<file path="src/rtl/conv3x3_sched_pkg.sv">
// Shared constants for the 3x3x2-channel convolution scheduler and its PE.
// Also holds the per-tap PE arithmetic so the PE body stays a plain reduction.
package conv3x3_sched_pkg;

    localparam int BIT_W       = 8;
    localparam int PE_IMAGE_W  = 144;
    localparam int PE_KERNEL_W = 144;
    localparam int PE_OUT_W    = 8;
    localparam int KERNEL_TAPS = 18;

    localparam logic [1:0] IDLE  = 2'd0;
    localparam logic [1:0] RUN   = 2'd1;
    localparam logic [1:0] DRAIN = 2'd2;

    // Product bits [11:3], sign-extended; anything above bit 11 is dropped.
    function automatic logic signed [8:0] pe_term(input logic signed [7:0] a,
                                                  input logic signed [7:0] b);
        return 9'((16'(a) * 16'(b)) >>> 3);
    endfunction

endpackage

</file>
<file path="src/rtl/conv3x3_sched_if.sv">
// Pixel-in and result-out streams of the scheduler.
// Both streams: a beat transfers on a rising clock edge where valid and ready are
// both high; the producer holds valid and data stable until that beat happens.
interface conv3x3_sched_if;
    logic        i_pix_valid;
    logic        o_pix_ready;
    logic [15:0] i_pix_data;
    logic        o_out_valid;
    logic        i_out_ready;
    logic [7:0]  o_out_data;

    modport slave  (input  i_pix_valid, i_pix_data, i_out_ready,
                    output o_pix_ready, o_out_valid, o_out_data);
    modport master (output i_pix_valid, i_pix_data, i_out_ready,
                    input  o_pix_ready, o_out_valid, o_out_data);
endinterface

</file>
<file path="src/rtl/conv3x3_linebuf.sv">
// Two row buffers plus the 2-channel 3x3 window; o_win is the window as it will
// be after the current pixel is shifted in, so the result can be registered on accept.
module conv3x3_linebuf
    import conv3x3_sched_pkg::*;
#(
    parameter int MAX_W = 16,
    parameter int AW    = 4
) (
    input  logic                  i_clk,
    input  logic                  i_rst,
    input  logic                  i_shift,
    input  logic [AW-1:0]         i_col,
    input  logic [15:0]           i_pix,
    output logic [PE_IMAGE_W-1:0] o_win
);

    logic [15:0]           lb0_q [MAX_W];
    logic [15:0]           lb1_q [MAX_W];
    logic [15:0]           col_src [3];
    logic [PE_IMAGE_W-1:0] win_q, win_d;

    // Tap index = ch*9 + row*3 + col; row 0 is the oldest image row, col 0 the oldest column.
    always_comb begin
        col_src[0] = lb1_q[i_col];
        col_src[1] = lb0_q[i_col];
        col_src[2] = i_pix;
        win_d      = win_q;
        for (int ch = 0; ch < 2; ch++) begin
            for (int r = 0; r < 3; r++) begin
                win_d[(ch*9+r*3)*BIT_W +: BIT_W]   = win_q[(ch*9+r*3+1)*BIT_W +: BIT_W];
                win_d[(ch*9+r*3+1)*BIT_W +: BIT_W] = win_q[(ch*9+r*3+2)*BIT_W +: BIT_W];
                win_d[(ch*9+r*3+2)*BIT_W +: BIT_W] = (ch == 0) ? col_src[r][15:8]
                                                               : col_src[r][7:0];
            end
        end
    end

    assign o_win = win_d;

    always_ff @(posedge i_clk or posedge i_rst) begin
        if (i_rst) begin
            for (int i = 0; i < MAX_W; i++) begin
                lb0_q[i] <= '0;
                lb1_q[i] <= '0;
            end
            win_q <= '0;
        end else if (i_shift) begin
            win_q        <= win_d;
            lb1_q[i_col] <= lb0_q[i_col];
            lb0_q[i_col] <= i_pix;
        end
    end

endmodule

</file>
<file path="src/rtl/conv3x3_pe.sv">
// Combinational 3x3x2-channel PE: 18 signed 8-bit products, each >>3, summed.
// Only the low 8 bits of the sum leave the PE, so accumulating modulo 2^8 is exact.
module conv3x3_pe
    import conv3x3_sched_pkg::*;
(
    input  logic [PE_IMAGE_W-1:0]  i_image,
    input  logic [PE_KERNEL_W-1:0] i_kernel,
    output logic [PE_OUT_W-1:0]    o_result
);

    always_comb begin
        o_result = '0;
        for (int i = 0; i < KERNEL_TAPS; i++) begin
            o_result = o_result + 8'(pe_term(i_image[i*BIT_W +: BIT_W],
                                             i_kernel[i*BIT_W +: BIT_W]));
        end
    end

endmodule

</file>
<file path="src/rtl/conv3x3_sched.sv">
// Streaming scheduler: loads 18 weights in IDLE, walks a raster 2-channel image in
// RUN, emits one registered PE result per valid (no-padding) window position.
module conv3x3_sched
    import conv3x3_sched_pkg::*;
#(
    parameter int MAX_W = 16,
    parameter int DIM_W = 5
) (
    input  logic             i_clk,
    input  logic             i_rst,
    input  logic             i_start,
    input  logic [DIM_W-1:0] i_img_w,
    input  logic [DIM_W-1:0] i_img_h,
    input  logic             i_k_valid,
    input  logic [7:0]       i_k_data,
    conv3x3_sched_if.slave   bus,
    output logic             o_busy,
    output logic             o_done,
    output logic             o_err,
    output logic [1:0]       o_dbg_state
);

    localparam int LB_AW = (MAX_W > 1) ? $clog2(MAX_W) : 1;
    localparam int KI_W  = $clog2(KERNEL_TAPS);

    logic [1:0]             state_q, state_d;
    logic [DIM_W-1:0]       w_q, h_q, row_q, col_q;
    logic [KI_W-1:0]        k_idx_q;
    logic [BIT_W-1:0]       kernel_q [KERNEL_TAPS];
    logic [PE_KERNEL_W-1:0] kernel_flat;
    logic [PE_IMAGE_W-1:0]  win;
    logic [PE_OUT_W-1:0]    pe_result;
    logic                   out_valid_q, done_q, err_q;
    logic [PE_OUT_W-1:0]    out_data_q;
    logic                   legal, pix_ready, accept, pop, last_col, last_pix, emit;

    always_comb begin
        legal     = (i_img_w >= DIM_W'(3)) && (i_img_w <= DIM_W'(MAX_W)) &&
                    (i_img_h >= DIM_W'(3));
        pix_ready = (state_q == RUN) && (!out_valid_q || bus.i_out_ready);
        accept    = bus.i_pix_valid && pix_ready;
        pop       = out_valid_q && bus.i_out_ready;
        last_col  = (col_q == w_q - DIM_W'(1));
        last_pix  = last_col && (row_q == h_q - DIM_W'(1));
        emit      = accept && (row_q >= DIM_W'(2)) && (col_q >= DIM_W'(2));
        kernel_flat = '0;
        for (int i = 0; i < KERNEL_TAPS; i++) kernel_flat[i*BIT_W +: BIT_W] = kernel_q[i];
    end

    always_comb begin
        state_d = state_q;
        case (state_q)
            IDLE:    if (i_start && legal)     state_d = RUN;
            RUN:     if (accept && last_pix)   state_d = DRAIN;
            DRAIN:   if (!out_valid_q || pop)  state_d = IDLE;
            default:                           state_d = IDLE;
        endcase
    end

    conv3x3_linebuf #(.MAX_W(MAX_W), .AW(LB_AW)) u_linebuf (
        .i_clk   (i_clk),
        .i_rst   (i_rst),
        .i_shift (accept),
        .i_col   (col_q[LB_AW-1:0]),
        .i_pix   (bus.i_pix_data),
        .o_win   (win)
    );

    conv3x3_pe u_pe (.i_image(win), .i_kernel(kernel_flat), .o_result(pe_result));

    always_ff @(posedge i_clk or posedge i_rst) begin
        if (i_rst) begin
            state_q     <= IDLE;
            w_q         <= '0;
            h_q         <= '0;
            row_q       <= '0;
            col_q       <= '0;
            k_idx_q     <= '0;
            for (int i = 0; i < KERNEL_TAPS; i++) kernel_q[i] <= '0;
            out_valid_q <= 1'b0;
            out_data_q  <= '0;
            done_q      <= 1'b0;
            err_q       <= 1'b0;
        end else begin
            state_q <= state_d;
            done_q  <= 1'b0;
            err_q   <= 1'b0;
            case (state_q)
                IDLE: begin
                    if (i_k_valid) begin
                        kernel_q[k_idx_q] <= i_k_data;
                        k_idx_q <= (k_idx_q == KI_W'(KERNEL_TAPS-1)) ? '0 : k_idx_q + KI_W'(1);
                    end
                    // A start in the same cycle as a weight write still resets the index.
                    if (i_start && legal) begin
                        w_q     <= i_img_w;
                        h_q     <= i_img_h;
                        row_q   <= '0;
                        col_q   <= '0;
                        k_idx_q <= '0;
                    end else if (i_start) begin
                        err_q <= 1'b1;
                    end
                end
                RUN: begin
                    if (accept) begin
                        col_q <= last_col ? '0 : col_q + DIM_W'(1);
                        if (last_col) row_q <= row_q + DIM_W'(1);
                    end
                end
                DRAIN: if (!out_valid_q || pop) done_q <= 1'b1;
                default: ;
            endcase
            if (emit) begin
                out_valid_q <= 1'b1;
                out_data_q  <= pe_result;
            end else if (pop) begin
                out_valid_q <= 1'b0;
            end
        end
    end

    assign bus.o_pix_ready = pix_ready;
    assign bus.o_out_valid = out_valid_q;
    assign bus.o_out_data  = out_data_q;
    assign o_busy          = (state_q == RUN) || (state_q == DRAIN);
    assign o_done          = done_q;
    assign o_err           = err_q;
    assign o_dbg_state     = state_q;

endmodule

</file>
<file path="src/flat_wrapper.sv">
// flat-port wrapper written by rule: the top's interface ports become plain ports
module conv3x3_sched_flat import conv3x3_sched_pkg::*;
#(
    parameter int MAX_W = 16,
    parameter int DIM_W = 5
)
  (i_clk, i_rst, i_start, i_img_w, i_img_h, i_k_valid, i_k_data, o_busy, o_done, o_err, o_dbg_state, bus_i_pix_valid, bus_i_pix_data, bus_i_out_ready, bus_o_pix_ready, bus_o_out_valid, bus_o_out_data);
  conv3x3_sched_if bus_i ();
  input  logic i_clk;
  input  logic i_rst;
  input  logic i_start;
  input  logic [DIM_W-1:0] i_img_w;
  input  logic [DIM_W-1:0] i_img_h;
  input  logic i_k_valid;
  input  logic [7:0] i_k_data;
  output logic o_busy;
  output logic o_done;
  output logic o_err;
  output logic [1:0] o_dbg_state;
  input wire logic [$bits(bus_i.i_pix_valid)-1:0] bus_i_pix_valid;
  input wire logic [$bits(bus_i.i_pix_data)-1:0] bus_i_pix_data;
  input wire logic [$bits(bus_i.i_out_ready)-1:0] bus_i_out_ready;
  output wire logic [$bits(bus_i.o_pix_ready)-1:0] bus_o_pix_ready;
  output wire logic [$bits(bus_i.o_out_valid)-1:0] bus_o_out_valid;
  output wire logic [$bits(bus_i.o_out_data)-1:0] bus_o_out_data;
  assign bus_i.i_pix_valid = bus_i_pix_valid;
  assign bus_i.i_pix_data = bus_i_pix_data;
  assign bus_i.i_out_ready = bus_i_out_ready;
  assign bus_o_pix_ready = bus_i.o_pix_ready;
  assign bus_o_out_valid = bus_i.o_out_valid;
  assign bus_o_out_data = bus_i.o_out_data;
  conv3x3_sched #(.MAX_W(MAX_W), .DIM_W(DIM_W)) u_core (.i_clk(i_clk), .i_rst(i_rst), .i_start(i_start), .i_img_w(i_img_w), .i_img_h(i_img_h), .i_k_valid(i_k_valid), .i_k_data(i_k_data), .bus(bus_i), .o_busy(o_busy), .o_done(o_done), .o_err(o_err), .o_dbg_state(o_dbg_state));
endmodule
</file>
<file path="config.mk">
export PLATFORM = sky130hd
export DESIGN_NAME = conv3x3_sched_flat
export DESIGN_NICKNAME = d
export VERILOG_FILES = /design/src/rtl/conv3x3_sched_pkg.sv /design/src/rtl/conv3x3_sched_if.sv /design/src/rtl/conv3x3_linebuf.sv /design/src/rtl/conv3x3_pe.sv /design/src/rtl/conv3x3_sched.sv /design/src/flat_wrapper.sv
export SDC_FILE = /design/constraint.sdc
export NUM_CORES = 2
export LEC_CHECK = 0
export ABC_AREA = 1
export CORE_ASPECT_RATIO = 0.7
export CORE_UTILIZATION = 40
export CTS_BUF_LIST = sky130_fd_sc_hd__clkbuf_16
export DETAILED_ROUTE_END_ITERATION = 10
export PLACE_DENSITY = 0.54
export SLEW_MARGIN = 20
export SYNTH_ARGS = -nofsm -noshare
export SYNTH_HDL_FRONTEND = slang
export SYNTH_SLANG_ARGS = --single-unit
</file>
<file path="constraint.sdc">
create_clock -name i_clk -period 28.6 [get_ports i_clk]
set_input_delay 8.58 -clock i_clk [delete_from_list [all_inputs] [get_ports i_clk]]
set_output_delay 8.58 -clock i_clk [all_outputs]
set_load 0.1 [all_outputs]
</file>
# ---- Word-level counts from Yosys, hierarchy flattened
# Cells that the tools add are included.
dict set report op_classes {
  addsub 22
  mul 18
  order_cmp 9
  eq_ne 10
  n_mux 34
  n_bitwise 2
  n_reduce_logical 26
}
# operator n
set ops {}
lappend ops {{256-bit bitwise mux} 2}
lappend ops {{8-bit by 8-bit multiplier with 11-bit output} 18}
lappend ops {{144-bit bitwise mux} 1}
lappend ops {{8-bit adder} 17}
lappend ops {{16-bit binary-select mux with 4-bit select} 2}
lappend ops {{16-bit 2-to-1 mux} 5}
lappend ops {{16-bit demux with 4-bit select} 1}
lappend ops {{8-bit demux with 5-bit select} 1}
lappend ops {{5-bit 2-to-1 mux} 8}
lappend ops {{5-bit by 2-bit >= comparator with 1-bit output, second input constant} 4}
lappend ops {{5-bit case mux with 2 select lines} 2}
lappend ops {{5-bit by 1-bit adder with 5-bit output, second input constant} 3}
lappend ops {{1-bit logical AND} 12}
lappend ops {{5-bit == test} 2}
lappend ops {{5-bit by 1-bit subtractor with 5-bit output, second input constant} 2}
lappend ops {{8-bit 2-to-1 mux} 1}
lappend ops {{2-bit by 1-bit inequality test with 1-bit output, second input constant} 4}
lappend ops {{1-bit 2-to-1 mux} 7}
lappend ops {{6-bit >= comparator, second input constant} 1}
lappend ops {{6-bit by 1-bit < comparator with 1-bit output, second input constant} 1}
lappend ops {{2-bit 2-to-1 mux} 3}
lappend ops {{5-bit NOT with 6-bit output} 1}
lappend ops {{2-bit case mux with 3 select lines} 1}
lappend ops {{2-bit AND reduction} 3}
lappend ops {{14 further kinds} 19}
dict set report word_totals {
  reg_bits 838
  input_bits 40
  out_inout_bits 15
}

# ---- Logic depth before layout (Yosys ltp)
dict set report logic_depth {
  ltp_word 21
  depth_mapped 55
  depth_no_buf 52
}

# ---- By module
# From an unflattened synthesis, not the netlist that was laid out.
dict set report unflattened {
  cells_unflattened 9481
  area_unflattened_um2 70109.7
}
# mod n_inst cells_each area_each_um2 seq_area_each_um2
set modules_own_cells {}
lappend modules_own_cells {conv3x3_pe 1 4788 33766.1 0.0}
lappend modules_own_cells {conv3x3_linebuf 1 3879 28641.2 15214.6}
lappend modules_own_cells {conv3x3_sched 1 814 7702.4 4554.4}

# ---- Worst setup path before layout
# OpenSTA, ideal clock, no wires.
dict set report synth_timing {
  path_kind {input-to-output}
  from {in bus_i_out_ready}
  to {out bus_o_pix_ready}
  arrival_time_ns 10.029
  required_ns 20.020
  setup_slack_ns 9.991
  path_stages 4
  path_buffers 0
  cell_sequence {inv_1 > nand2_1 > inv_1 > nor2_1}
}
dict set report synth_between {
  elab_chain_len 2
}
# element line_no
set synth_rtl {}
lappend synth_rtl {{start: declaration} flat_wrapper.sv:22} ;# input wire logic [$bits(bus_i.i_out_ready)-1:0] bus_i_out_ready;
lappend synth_rtl {{1-bit logical OR} conv3x3_sched.sv:40} ;# pix_ready = (state_q == RUN) && (!out_valid_q || bus.i_out_ready);
lappend synth_rtl {{1-bit logical AND} conv3x3_sched.sv:40}
lappend synth_rtl {{end: declaration} flat_wrapper.sv:23} ;# output wire logic [$bits(bus_i.o_pix_ready)-1:0] bus_o_pix_ready;
# No other way between the ends.

# ---- Worst setup path in the final report
# Same ends and word-level chain as after synthesis.

==> impl_metrics.yaml <==
global_route:
  met2_usage: 0.3631
  met1_usage: 0.3965
  track_usage: 0.2517
  overflow: 0
  grt_max_degree: 132
  busiest_layer: "met1"
  grt_pass1_wl_um: 323600
  met3_usage: 0.04075
  antenna_found_initial: 16
  grt_pass1_vias: 51700
critical_path:
  cp.required_ns: 20.02
  worstSetupStartpointType: "input port"
  critPathKind: "in2out"
  critical-path-max-stage-delay_ns: 1.18
  slowest_stage: "clkdlybuf4s50_1"
  path_cells: "clkdlybuf4s50_1 -> inv_1 -> nand2_1 -> inv_1 -> nor2_1 -> clkdlybuf4s50_1"
  critPathMaxFanout: 3
  cpLargestDelayFamily: "buffers and inverters"
  end_kind: "primary output"
  cp_data_arrival_time_ns: 10.61
  worst-path-buf-inv: 4
sta:
  fin_crit_ns: 19.19
  setup_violations: 0
  fin_worst_skew_ns: 0.04930
  holdWs_ns: 0.4780
  grt_setup_unrepaired: "no"
  drv_slew: 0
  setup_tns_ns: 0
  slew_headroom: 0.2239
  worstMarginPinSlew_ns: 1.161
  hold_viol_final: 0
  max_freq_mhz: 52.10
  fin_crit_sh: 0.6711
clock_network:
  cts_hold_buf: 0
  clk_path_buf_depth: 3
  clock_sinks: 790
  cts_tree: "yes"
  postCtsSetupRepairBufs: 0
  clkLatencyLatePin_ns: 0.75
  cts_buffers: 88
  cts-resized-gates: 0
  clk_pin_slew_ns: 0.05
  cts_max_level: 3
  clockRootBuffer: "clkbuf_16"
yosys:
  yosys_warnings: 0
  synth_area_sq_mm: 0.06706
  synthArstFlopShare: 1.000
  synth_nets: 9746
  synthFlopType: "dfrtp_1"
  synth_compound_area_frac: 0.09037
  synthMuxAreaShare: 0.0001679
  seq_area_frac_synth: 0.2948
  synth_top_family_by_area: "adder cells"
  yosysUniqueCellTypes: 43
  synth_edf_count: 0
  syn_inst: 8643
  synth-simple-area-share: 0.1907
  avgSynthCellArea_sq_um: 7.759
  synth_fa_ha_area_frac: 0.2719
  synth-seq-cells: 790
  synth-xor-area-share: 0.02743
floorplan:
  num_io_pins: 55
  die_area_sq_mm: 0.1693
  die_y_um: 344.6
  rows: 125
  die_w_um: 491.4
  core_sq_mm: 0.1663
  start_util: 0.4034
place:
  dp_hpwl_um: 151500
  io_buffers: 54
  gp_congestion: 0.9352
run_status:
  outcome: "complete, but fails checks"
  failed_checks: "design-rule violations"
routing:
  postRouteWirelength_um: 208000
  first_iter_violations: 5214
  num_vias: 53680
  via_per_inst: 5.006
  wl_per_cell_um: 19.40
  ant_nets: 0
  drc: 12
  dr.pass1.iters: 9
final_layout:
  area_growth_pct: 7.470
  layout-drive-gt1-share: 0.03201
  final_nets: 9531
worst_hold_path:
  min_path_type: "reg2reg"
job:
  max_cap_violations: 0
Yosys cell counts, types with 9 or more instances:
cell         n  area [sq um]
o211ai_1    11         82.58
inv_1     1736          6516
nand2_1   2401          9012
nand3_1    219          1096
nand3b_1    23         172.7
nand4_1     28         175.2
o22ai_1     60         375.4
o21ai_0    894          4474
a21oi_1    144         720.7
clkbuf_1   344          1291
nor2_1     491          1843
nor3_1      27         135.1
buf_4       12         90.09
a31oi_1     14         87.58
o21ai_1     33         165.2
buf_6       18         202.7
fa_1       657         13150
ha_1       406          5080
dfrtp_1    790         19770
xnor2_1     96         840.8
buf_2       40         200.2
inv_2        9         33.78
xor2_1     114         998.5
or2_2       18         112.6
cell usage in the layout, fill, tap and decap left out, drive strengths merged, types with 2 or more instances in the layout:
cell	netlist	routed
o22ai	60	60
inv	1745	1762
nand3b	23	23
o21ai	927	927
nand3	219	219
o31ai	2	2
o21bai	4	4
nand4	31	31
xor2	114	114
or2	18	18
clkbuf	344	89
fa	657	657
a31oi	14	14
a21oi	144	144
nor2	501	501
bufinv	0	9
diode	0	3
clkinvlp	0	7
nor3	27	27
dfrtp	790	790
o211ai	13	13
xnor2	96	96
nand2	2409	2409
buf	76	61
a21o	8	8
clkinv	2	39
clkdlybuf4s50	0	54
nor4	6	6
ha	406	406
worst paths after layout:
| check | start | to | slack (ns) | cells after the start |
|---|---|---|---|---|
| hold reg to reg | u_core.u_linebuf.lb1_q[105]$_DFFE_PP0P_ | u_core.u_linebuf.lb1_q[105]$_DFFE_PP0P_ | 0.48 | 2 |
| setup / recovery | bus_i_out_ready | bus_o_pix_ready | 9.41 | 6 |
| min in group asynchronous | i_rst | u_core.u_linebuf.lb1_q[21]$_DFFE_PP0P_ | 8.35 | 2 |
| max in group asynchronous | i_rst | u_core.u_linebuf.lb1_q[220]$_DFFE_PP0P_ | 15.83 | 7 |
| setup reg to reg | u_core.col_q[0]$_DFFE_PP0P_ | u_core.bus.o_out_data[7]$_DFFE_PP0P_ | 16.00 | 45 |
| hold / removal | u_core.u_linebuf.lb1_q[105]$_DFFE_PP0P_ | u_core.u_linebuf.lb1_q[105]$_DFFE_PP0P_ | 0.48 | 2 |
worst reg2reg max path: cells and delay by family, from the launching register on:
family          cells  cell delay (ns)
compound gates      6             1.22
xor+xnor            2             0.45
fa+ha+maj          12             5.38
buf+inv            11             2.96
flops               1             0.75
simple gates       14             1.72
state kept, by name (all words and copies together), names as in the netlist:
name / cells
u_core.row_q: 5
u_core.u_linebuf.lb1_q: 256
u_core.o_done: 1
u_core.bus.o_out_data: 8
u_core.o_err: 1
u_core.w_q: 5
u_core.u_linebuf.lb0_q: 256
u_core.k_idx_q: 5
u_core.bus.o_out_valid: 1
u_core.kernel_flat: 144
u_core.o_dbg_state: 2
u_core.col_q: 5
u_core.h_q: 5
u_core.u_linebuf.win_q: 96
through the flow:
| stage | setup WS [ns] | cells | util | area, sq um |
|---|---|---|---|---|
| floorplan | 9.179 | 8643 | - | 67070 |
| global placement | 9.433 | 10560 | 0.4159 | 69150 |
| detailed placement | 9.413 | 10560 | 0.4159 | 69150 |
| CTS | 9.403 | 10720 | 0.4334 | 72060 |
| global route | 9.306 | 10720 | 0.4335 | 72070 |
| finish | 9.406 | 10720 | 0.4335 | 72070 |
cells by family (layout without fill, tap and decap cells):
group / count (synthesis) / after routing
compound gates: 1175 / 1175
xor+xnor: 210 / 210
fa+ha+maj: 1063 / 1063
buf+inv: 2167 / 2021
flops: 790 / 790
mux: 1 / 1
other cells: 0 / 3
simple gates: 3237 / 3237
layout make-up:
type | count | area (sq um)
diodes | 3 | 7.507
inverters | 1747 | 6569
flip-flops and latches | 790 | 19780
well taps | 2222 | 2780
clock inverters | 70 | 684.4
fillers | 16820 | 94180
repair buffers | 115 | 1011
multi-input cells | 5686 | 39020
clock buffers | 89 | 2227
per-layer routing:
| layer | up-vias | wire length [um] |
|---|---|---|
| met5 | - | 13 |
| met4 | 2 | 3162 |
| met3 | 174 | 16500 |
| met2 | 1636 | 84610 |
| met1 | 26320 | 103700 |
| li1 | 25540 | - |
Power is left out: the tool's default activity adds up to more than one toggle a clock period on the data nets, which glitch-free logic cannot reach.
